[src/rtl/mips_pkg.sv]
// Shared encodings for the 5-stage MIPS pipeline control logic.
package mips_pkg;

  localparam logic [1:0] FWD_RF  = 2'b00;
  localparam logic [1:0] FWD_MEM = 2'b10;
  localparam logic [1:0] FWD_WB  = 2'b01;

  localparam logic [4:0] REG_ZERO = 5'd0;

  typedef enum logic [0:0] {
    RUN     = 1'b0,
    MD_WAIT = 1'b1
  } hazard_state_e;

endpackage

[src/rtl/fwd_unit.sv]
// EX-stage operand forwarding select: EX/MEM beats MEM/WB, $0 is never forwarded.
module fwd_unit
  import mips_pkg::*;
(
  input  logic [4:0] ex_rs,
  input  logic [4:0] ex_rt,
  input  logic [4:0] mem_rd,
  input  logic       mem_regwrite,
  input  logic [4:0] wb_rd,
  input  logic       wb_regwrite,
  output logic [1:0] fwd_a,
  output logic [1:0] fwd_b
);

  logic mem_valid;
  logic wb_valid;

  assign mem_valid = mem_regwrite && (mem_rd != REG_ZERO);
  assign wb_valid  = wb_regwrite && (wb_rd != REG_ZERO);

  always_comb begin
    fwd_a = FWD_RF;
    if (mem_valid && (mem_rd == ex_rs)) begin
      fwd_a = FWD_MEM;
    end else if (wb_valid && (wb_rd == ex_rs)) begin
      fwd_a = FWD_WB;
    end
  end

  always_comb begin
    fwd_b = FWD_RF;
    if (mem_valid && (mem_rd == ex_rt)) begin
      fwd_b = FWD_MEM;
    end else if (wb_valid && (wb_rd == ex_rt)) begin
      fwd_b = FWD_WB;
    end
  end

endmodule

[src/rtl/hazard_ctrl.sv]
// Pipeline controller: load-use bubbles, branch flushes, mul/div hold, forwarding
// selects and a saturating stall-cycle counter.
module hazard_ctrl
  import mips_pkg::*;
#(
  parameter int unsigned MD_LAT = 4,
  parameter int unsigned CNT_W  = 32
) (
  input  logic             clk,
  input  logic             rst,
  input  logic [4:0]       id_rs,
  input  logic [4:0]       id_rt,
  input  logic             id_uses_rt,
  input  logic [4:0]       ex_rs,
  input  logic [4:0]       ex_rt,
  input  logic [4:0]       ex_rd,
  input  logic             ex_memread,
  input  logic [4:0]       mem_rd,
  input  logic             mem_regwrite,
  input  logic [4:0]       wb_rd,
  input  logic             wb_regwrite,
  input  logic             branch_taken,
  input  logic             md_start,
  input  logic             perf_clr,
  output logic             pc_we,
  output logic             ifid_we,
  output logic             ifid_flush,
  output logic             idex_we,
  output logic             idex_flush,
  output logic             exmem_flush,
  output logic [1:0]       fwd_a,
  output logic [1:0]       fwd_b,
  output logic             md_busy,
  output logic [CNT_W-1:0] stall_cycles
);

  localparam logic [3:0] MD_INIT = 4'(MD_LAT - 1);

  hazard_state_e    state_q, state_d;
  logic [3:0]       md_cnt_q, md_cnt_d;
  logic [CNT_W-1:0] stall_q, stall_d;
  logic             lu;

  assign lu = ex_memread && (ex_rd != REG_ZERO) &&
              ((ex_rd == id_rs) || (id_uses_rt && (ex_rd == id_rt)));

  always_comb begin
    state_d     = state_q;
    md_cnt_d    = md_cnt_q;
    pc_we       = 1'b1;
    ifid_we     = 1'b1;
    idex_we     = 1'b1;
    ifid_flush  = 1'b0;
    idex_flush  = 1'b0;
    exmem_flush = 1'b0;
    md_busy     = 1'b0;
    if (rst) begin
      pc_we       = 1'b0;
      ifid_we     = 1'b0;
      idex_we     = 1'b0;
      ifid_flush  = 1'b1;
      idex_flush  = 1'b1;
      exmem_flush = 1'b1;
    end else begin
      unique case (state_q)
        RUN: begin
          // A taken branch squashes the dependent ID instruction and drops md_start.
          if (branch_taken) begin
            ifid_flush = 1'b1;
            idex_flush = 1'b1;
          end else if (md_start) begin
            pc_we       = 1'b0;
            ifid_we     = 1'b0;
            idex_we     = 1'b0;
            exmem_flush = 1'b1;
            state_d     = MD_WAIT;
            md_cnt_d    = MD_INIT;
          end else if (lu) begin
            pc_we      = 1'b0;
            ifid_we    = 1'b0;
            idex_flush = 1'b1;
          end
        end
        MD_WAIT: begin
          pc_we       = 1'b0;
          ifid_we     = 1'b0;
          idex_we     = 1'b0;
          exmem_flush = 1'b1;
          md_busy     = 1'b1;
          md_cnt_d    = md_cnt_q - 4'd1;
          if (md_cnt_q == 4'd1) begin
            state_d = RUN;
          end
        end
        default: begin
          state_d  = RUN;
          md_cnt_d = 4'd0;
        end
      endcase
    end
  end

  always_comb begin
    stall_d = stall_q;
    if (perf_clr) begin
      stall_d = '0;
    end else if (!pc_we && (stall_q != {CNT_W{1'b1}})) begin
      stall_d = stall_q + CNT_W'(1);
    end
  end

  always_ff @(posedge clk or posedge rst) begin
    if (rst) begin
      state_q  <= RUN;
      md_cnt_q <= 4'd0;
      stall_q  <= '0;
    end else begin
      state_q  <= state_d;
      md_cnt_q <= md_cnt_d;
      stall_q  <= stall_d;
    end
  end

  assign stall_cycles = stall_q;

  fwd_unit u_fwd (
    .ex_rs        (ex_rs),
    .ex_rt        (ex_rt),
    .mem_rd       (mem_rd),
    .mem_regwrite (mem_regwrite),
    .wb_rd        (wb_rd),
    .wb_regwrite  (wb_regwrite),
    .fwd_a        (fwd_a),
    .fwd_b        (fwd_b)
  );

endmodule

[config.mk]
export PLATFORM = sky130hd
export DESIGN_NAME = hazard_ctrl
export DESIGN_NICKNAME = d
export VERILOG_FILES = /design/src/rtl/mips_pkg.sv /design/src/rtl/fwd_unit.sv /design/src/rtl/hazard_ctrl.sv
export SDC_FILE = /design/constraint.sdc
export NUM_CORES = 1
export LEC_CHECK = 0
export ABC_AREA = 1
export CORE_MARGIN = 2
export CORE_UTILIZATION = 53
export CTS_CLUSTER_DIAMETER = 200
export CTS_CLUSTER_SIZE = 28
export DETAILED_ROUTE_END_ITERATION = 10
export GPL_ROUTABILITY_DRIVEN = 0
export PLACE_DENSITY = 0.87
export SLEW_MARGIN = 20
export SYNTH_ARGS = -nofsm -noshare
export SYNTH_HDL_FRONTEND = slang
export SYNTH_SLANG_ARGS = --single-unit
[constraint.sdc]
create_clock -name clk -period 2.6 [get_ports clk]
set_input_delay 0.39 -clock clk [delete_from_list [all_inputs] [get_ports clk]]
set_output_delay 0.39 -clock clk [all_outputs]
set_load 0.01 [all_outputs]
==> results.md <==
* Outcome: finished, final reports clean
* Worst EP arrival at ~2.1 ns
* First-pass GRT wire length at roughly 15000 um
* Bufs on Longest Clock Path at 2
* Total power at around 1500 uW
* Die Height at just over 80 um
* Via count at between 3000 and 4000
* Top_reg_cell synth: dfrtp_1
* MaxCap Viol Count at 0
* Clock Latency Late Sink at 0.30 ns
* Setup WS post-layout at slightly above 0.08 ns
* Drt pass-1 iters at 6
* Number of port buffers at 86
* Drt wl/cell at about 14 um
* Gate Count Post-Synth at about 500
* Unrepaired setup endpoints after global routing: yes
* Post-Layout Inst Area at between 4000 and 5000 um^2
* PwrDens at between 300 and 400 nW/um^2
* Area grow syn2layout at 32.7%
* Root Buffer: clkbuf_8
* # DRC at 0
* CTS tree: done
* Post-synth ARST share at 100%
* Register area at around 930 um^2
* Post-Syn Area at 3190 um^2
* Setup bufs post-CTS at 0
* Syn_nets at ~560
* Initial antenna violation count at 0
* Post-Place Worst Slack at -0.0613 ns
* Hold Crit Class: register to register
* Post-place instance area at just over 4000 um^2
* Drt total wl at 9120 um
* # clock sinks at 37
* Vias in the first global route at ~3400
* Final hold violations at 0
* Area occupied by multi-input gates at 1910 um^2
* Ys Warns at 0
* Initial DRC Count at approximately 250
* WS Path Type: input port to primary output
* Relative slew slack at 66.4%
* Final Max Tran Viols at 0
* Post-route ant nets at 0
* Cell Rows at 28
* Die area at around 6700 um^2
* Synthesized flop and latch total at 37
* Core ar. at about 5900 um^2
* Number of synthesized flops with an enable pin at 0
* Dpl hpwl at about 7000 um
* Worst EP required at 2.21 ns
* # nets final at roughly 640
* H-tree Lvls at 2
* Final Setup Violations at 0
* Congestion Overflow GR at 0
* TritonCTS Buffers at 5
* Total global-route track usage at just under 30%
* Static leakage at about 0.0021 uW
* Tmin final at 2.52 ns
* Worst-Margin Slew at between 0.5 and 0.6 ns
* Worst VDD drop at 290 uV
* Final period utilization at a little over nine tenths
* Via/cell ratio at approximately 5.4
* Netlist cell types at 27
* Initial Util at between 50% and 60%
* Critical Path Fanout Max at 2
* Share of layout cells above drive strength 1 at between 5 and 6%
* Crit start category: input port
* Antenna cells at 0
* Worst Skew at approximately 0.0043 ns
* Post-synthesis sequential area ratio at 29.0%
* Filler instances at 485
* Achievable Freq at between 300 and 400 MHz
* Final TNS setup at 0 ns
* Synthesized area per cell at 6.25 um^2
* Hold slack final at 0.570 ns
* Chip width at 81.6 um
* Setup crit end kind: primary output
* Ports at a little under 90
* Reg clk slew, reported paths at 0.07 ns
* Largest net degree at the start of global routing at 39
[critical path: stages]
cell and delay, ns:
clkdlybuf4s50_1 0.41, or2_2 0.31, o41ai_2 0.28, nor3_1 0.11, nor2_1 0.09, clkdlybuf4s50_1 0.54
[cell families (layout without fill, tap and decap cells)]
family          Yosys count  after routing  synth area share (%)
compound gates           10             10                  1.88
xor+xnor                 38             38                  10.4
fa+ha+maj                 3              3                  1.18
buf+inv                  88            175                  11.4
flops                    37             37                  29.0
simple gates            334            334                  46.1
[cell usage after synthesis, types with 5 or more instances]
| library cell | number | area, um^2 |
|---|---|---|
| buf_1 | 5 | 18.8 |
| nor3_1 | 7 | 35.0 |
| xor2_1 | 16 | 140 |
| nand2_1 | 164 | 616 |
| xnor2_1 | 22 | 193 |
| dfrtp_1 | 37 | 926 |
| nor2_1 | 65 | 244 |
| inv_1 | 67 | 251 |
| inv_2 | 5 | 18.8 |
| buf_2 | 6 | 30.0 |
| nand4_1 | 36 | 225 |
| nand3_1 | 51 | 255 |
[metal layers]
metal / track usage, % / wire length, um / vias up
met1: 35.9 / 3580 / 1659
met4: 13.7 / 345 / 0
met2: 50.5 / 4500 / 137
met3: 4.62 / 699 / 39
met5: 0 / 0 / -
li1: - / - / 1776
[state kept, by name (all words and copies together) (netlist names)]
name and flops:
md_cnt_q 4, stall_cycles 32, state_q 1
[cell usage in the layout (no fill, tap or decap)]
cell type	count
clkdlybuf4s50_1	86
o22ai_1	1
buf_12	1
nand3_1	51
nand2_4	2
nand2_2	3
a21oi_1	3
nand2_1	164
nor2_4	3
inv_1	67
nor3_1	7
clkbuf_1	1
dfrtp_1	37
xor2_1	16
nand4_1	36
ha_1	3
nor2_1	65
o21ai_0	3
buf_4	9
inv_2	5
nor2_2	2
or2_2	1
clkbuf_8	6
o41ai_2	1
o31ai_1	1
xnor2_1	22
a22oi_1	1
[final cells by class]
class	instances	share of cell area [%]
inverters	72	6.39
multi-input cells	385	45.1
flip-flops and latches	37	21.9
clock buffers	7	2.04
repair buffers	96	22.4
well taps	75	2.22
[where the power goes]
group	switching, uW	internal [uW]	total (uW)
clock network	201	210	412
logic	219	193	412
registers	31.9	612	643
total	452	1010	1470
[worst paths after layout]
kind / start / to / slack (ns) / cells after the start
setup / recovery: mem_rd[4] / fwd_b[0] / 0.08 / 6
hold / removal: md_cnt_q[3] / md_cnt_q[3] / 0.57 / 2
setup reg to reg: stall_cycles[1] / stall_cycles[29] / 0.64 / 9
hold reg to reg: md_cnt_q[3] / md_cnt_q[3] / 0.57 / 2
max in group asynchronous: rst / stall_cycles[29] / 1.65 / 3
min in group asynchronous: rst / stall_cycles[13] / 0.60 / 3
[repair_timing]
action | CTS | global route
resized for setup | 1 | 0
gates cloned | 0 | 0
hold buffers | 0 | 0
endpoints found under the setup margin | 2 | 2
[through the flow]
step	utilization, %	std cells
after CTS	72.3	672
after floorplan	-	510
final	72.3	672
after global routing	72.3	672
after global placement	70.7	665
after detailed placement	70.7	665
No activity file was read; power rests on OpenSTA's default activity.
==> variant, RTL diff (same flow settings) <==
Make the reset (`rst`) synchronous in one clocked block.
--- a/src/rtl/hazard_ctrl.sv
+++ b/src/rtl/hazard_ctrl.sv
@@ -111,3 +111,3 @@
 
-  always_ff @(posedge clk or posedge rst) begin
+  always_ff @(posedge clk) begin
     if (rst) begin
Formal check against the unedited RTL: differs if rst is asserted again (counterexample within 4 cycles, from zero or initial values and one cycle with rst high); with rst held inactive, the same outputs for 10 cycles.
==> variant against the unedited design <==
- maximum frequency down 1.8%
- sequential share of layout area down 3.4 points
- sequential cell count unchanged
- power down 8.0%
- register-to-register slack worse by 160 ps
- worst setup slack worse by 46 ps
- routed wire length down 6.4%
- final area down 5.5%
- area after synthesis down 10%
- critical path type unchanged
==> variant: results <==
metrics = {
    "min_path": {
        "hold_path_startpoint": "stall_cycles[16]",
        "hold-path-endpoint": "stall_cycles[16]",
    },
    "placed_design": {
        "place.detailed.hpwl_microns": 6490,
        "dpl_cell_area_sq_um": 3810,
        "dp_cells": 629,
    },
    "layout": {
        "postLayoutCellArea_sq_um": 4000,
        "nNetsFinal": 614,
        "drive_above_1_share_pct": 5.47,
    },
    "power_and_ir_drop": {
        "peakVddDrop_uv": 281,
        "p_leak_nw": 1.61,
        "pwr-share-seq_pct": 43.3,
        "p_sw_share_pct": 26.4,
    },
    "detailed_routing": {
        "drt_wl_total_microns": 8540,
        "num_vias": 3427,
        "via_per_inst": 5.38,
    },
    "synthesis": {
        "syn_inst": 476,
        "synth-xor-area-share_pct": 11.3,
        "synth_compound_area_share_pct": 7.86,
        "synthDistinctLibCells": 28,
        "async_flop_share_pct": 0,
        "synth_nets": 523,
        "ys_top_cells_by_count": "nand2_1 (155), nor2_1 (53), inv_1 (50), nand3_1 (46), dfxtp_1 (37)",
        "synth_fa_ha_area_share_pct": 1.31,
        "synth-main-ff-cell": "dfxtp_1",
        "ys_seq_area_share_pct": 25.8,
    },
    "setup_path": {
        "reg2reg_depth": 10,
        "crit_path_max_incr_delay_ps": 460,
        "rrSetupSlack_ps": 480,
        "crit_end": "fwd_b[1]",
        "timing.rr.start": "stall_cycles[1]",
        "arrival_ps": 2170,
    },
    "global_routing": {
        "grt_pass1_wl_microns": 14200,
        "grt.total_usage_pct": 28.8,
    },
    "sta": {
        "tightest_slew_ps": 982,
    },
    "outcome": {
        "status": "completed",
    },
    "cts": {
        "ctsResizeCount": 3,
    },
}
-- variant: cell types whose count changed after synthesis, sizes merged, moves of 10 or more --
| cell | delta |
|---|---|
| dfrtp | -37 |
| dfxtp | +37 |
| a21oi | +29 |
| nand4 | -29 |
| inv | -22 |
| nor2 | -15 |
| nand2 | -12 |
| buf | -10 |
-- variant: layer usage --
layer / GRT usage (%) / routed length [microns] / vias to the layer above
met4: 7.68 / 204 / 0
met1: 38.5 / 3640 / 1519
li1: - / - / 1706
met2: 47.9 / 4030 / 178
met5: 0 / 0 / -
met3: 5.12 / 663 / 24
-- variant: cell type report --
class / instances / area, sq um
fillers: 395 / 1170
inverters: 50 / 188
multi-input cells: 376 / 1920
repair buffers: 97 / 958
flip-flops and latches: 37 / 741
clock buffers: 5 / 68.8
clock inverters: 2 / 35.0
well taps: 70 / 87.6
-- variant: tightest hold or removal path, stage by stage (launching register included) --
cell and delay [ps]:
dfxtp_1 330, nand2_1 70, a21oi_1 50
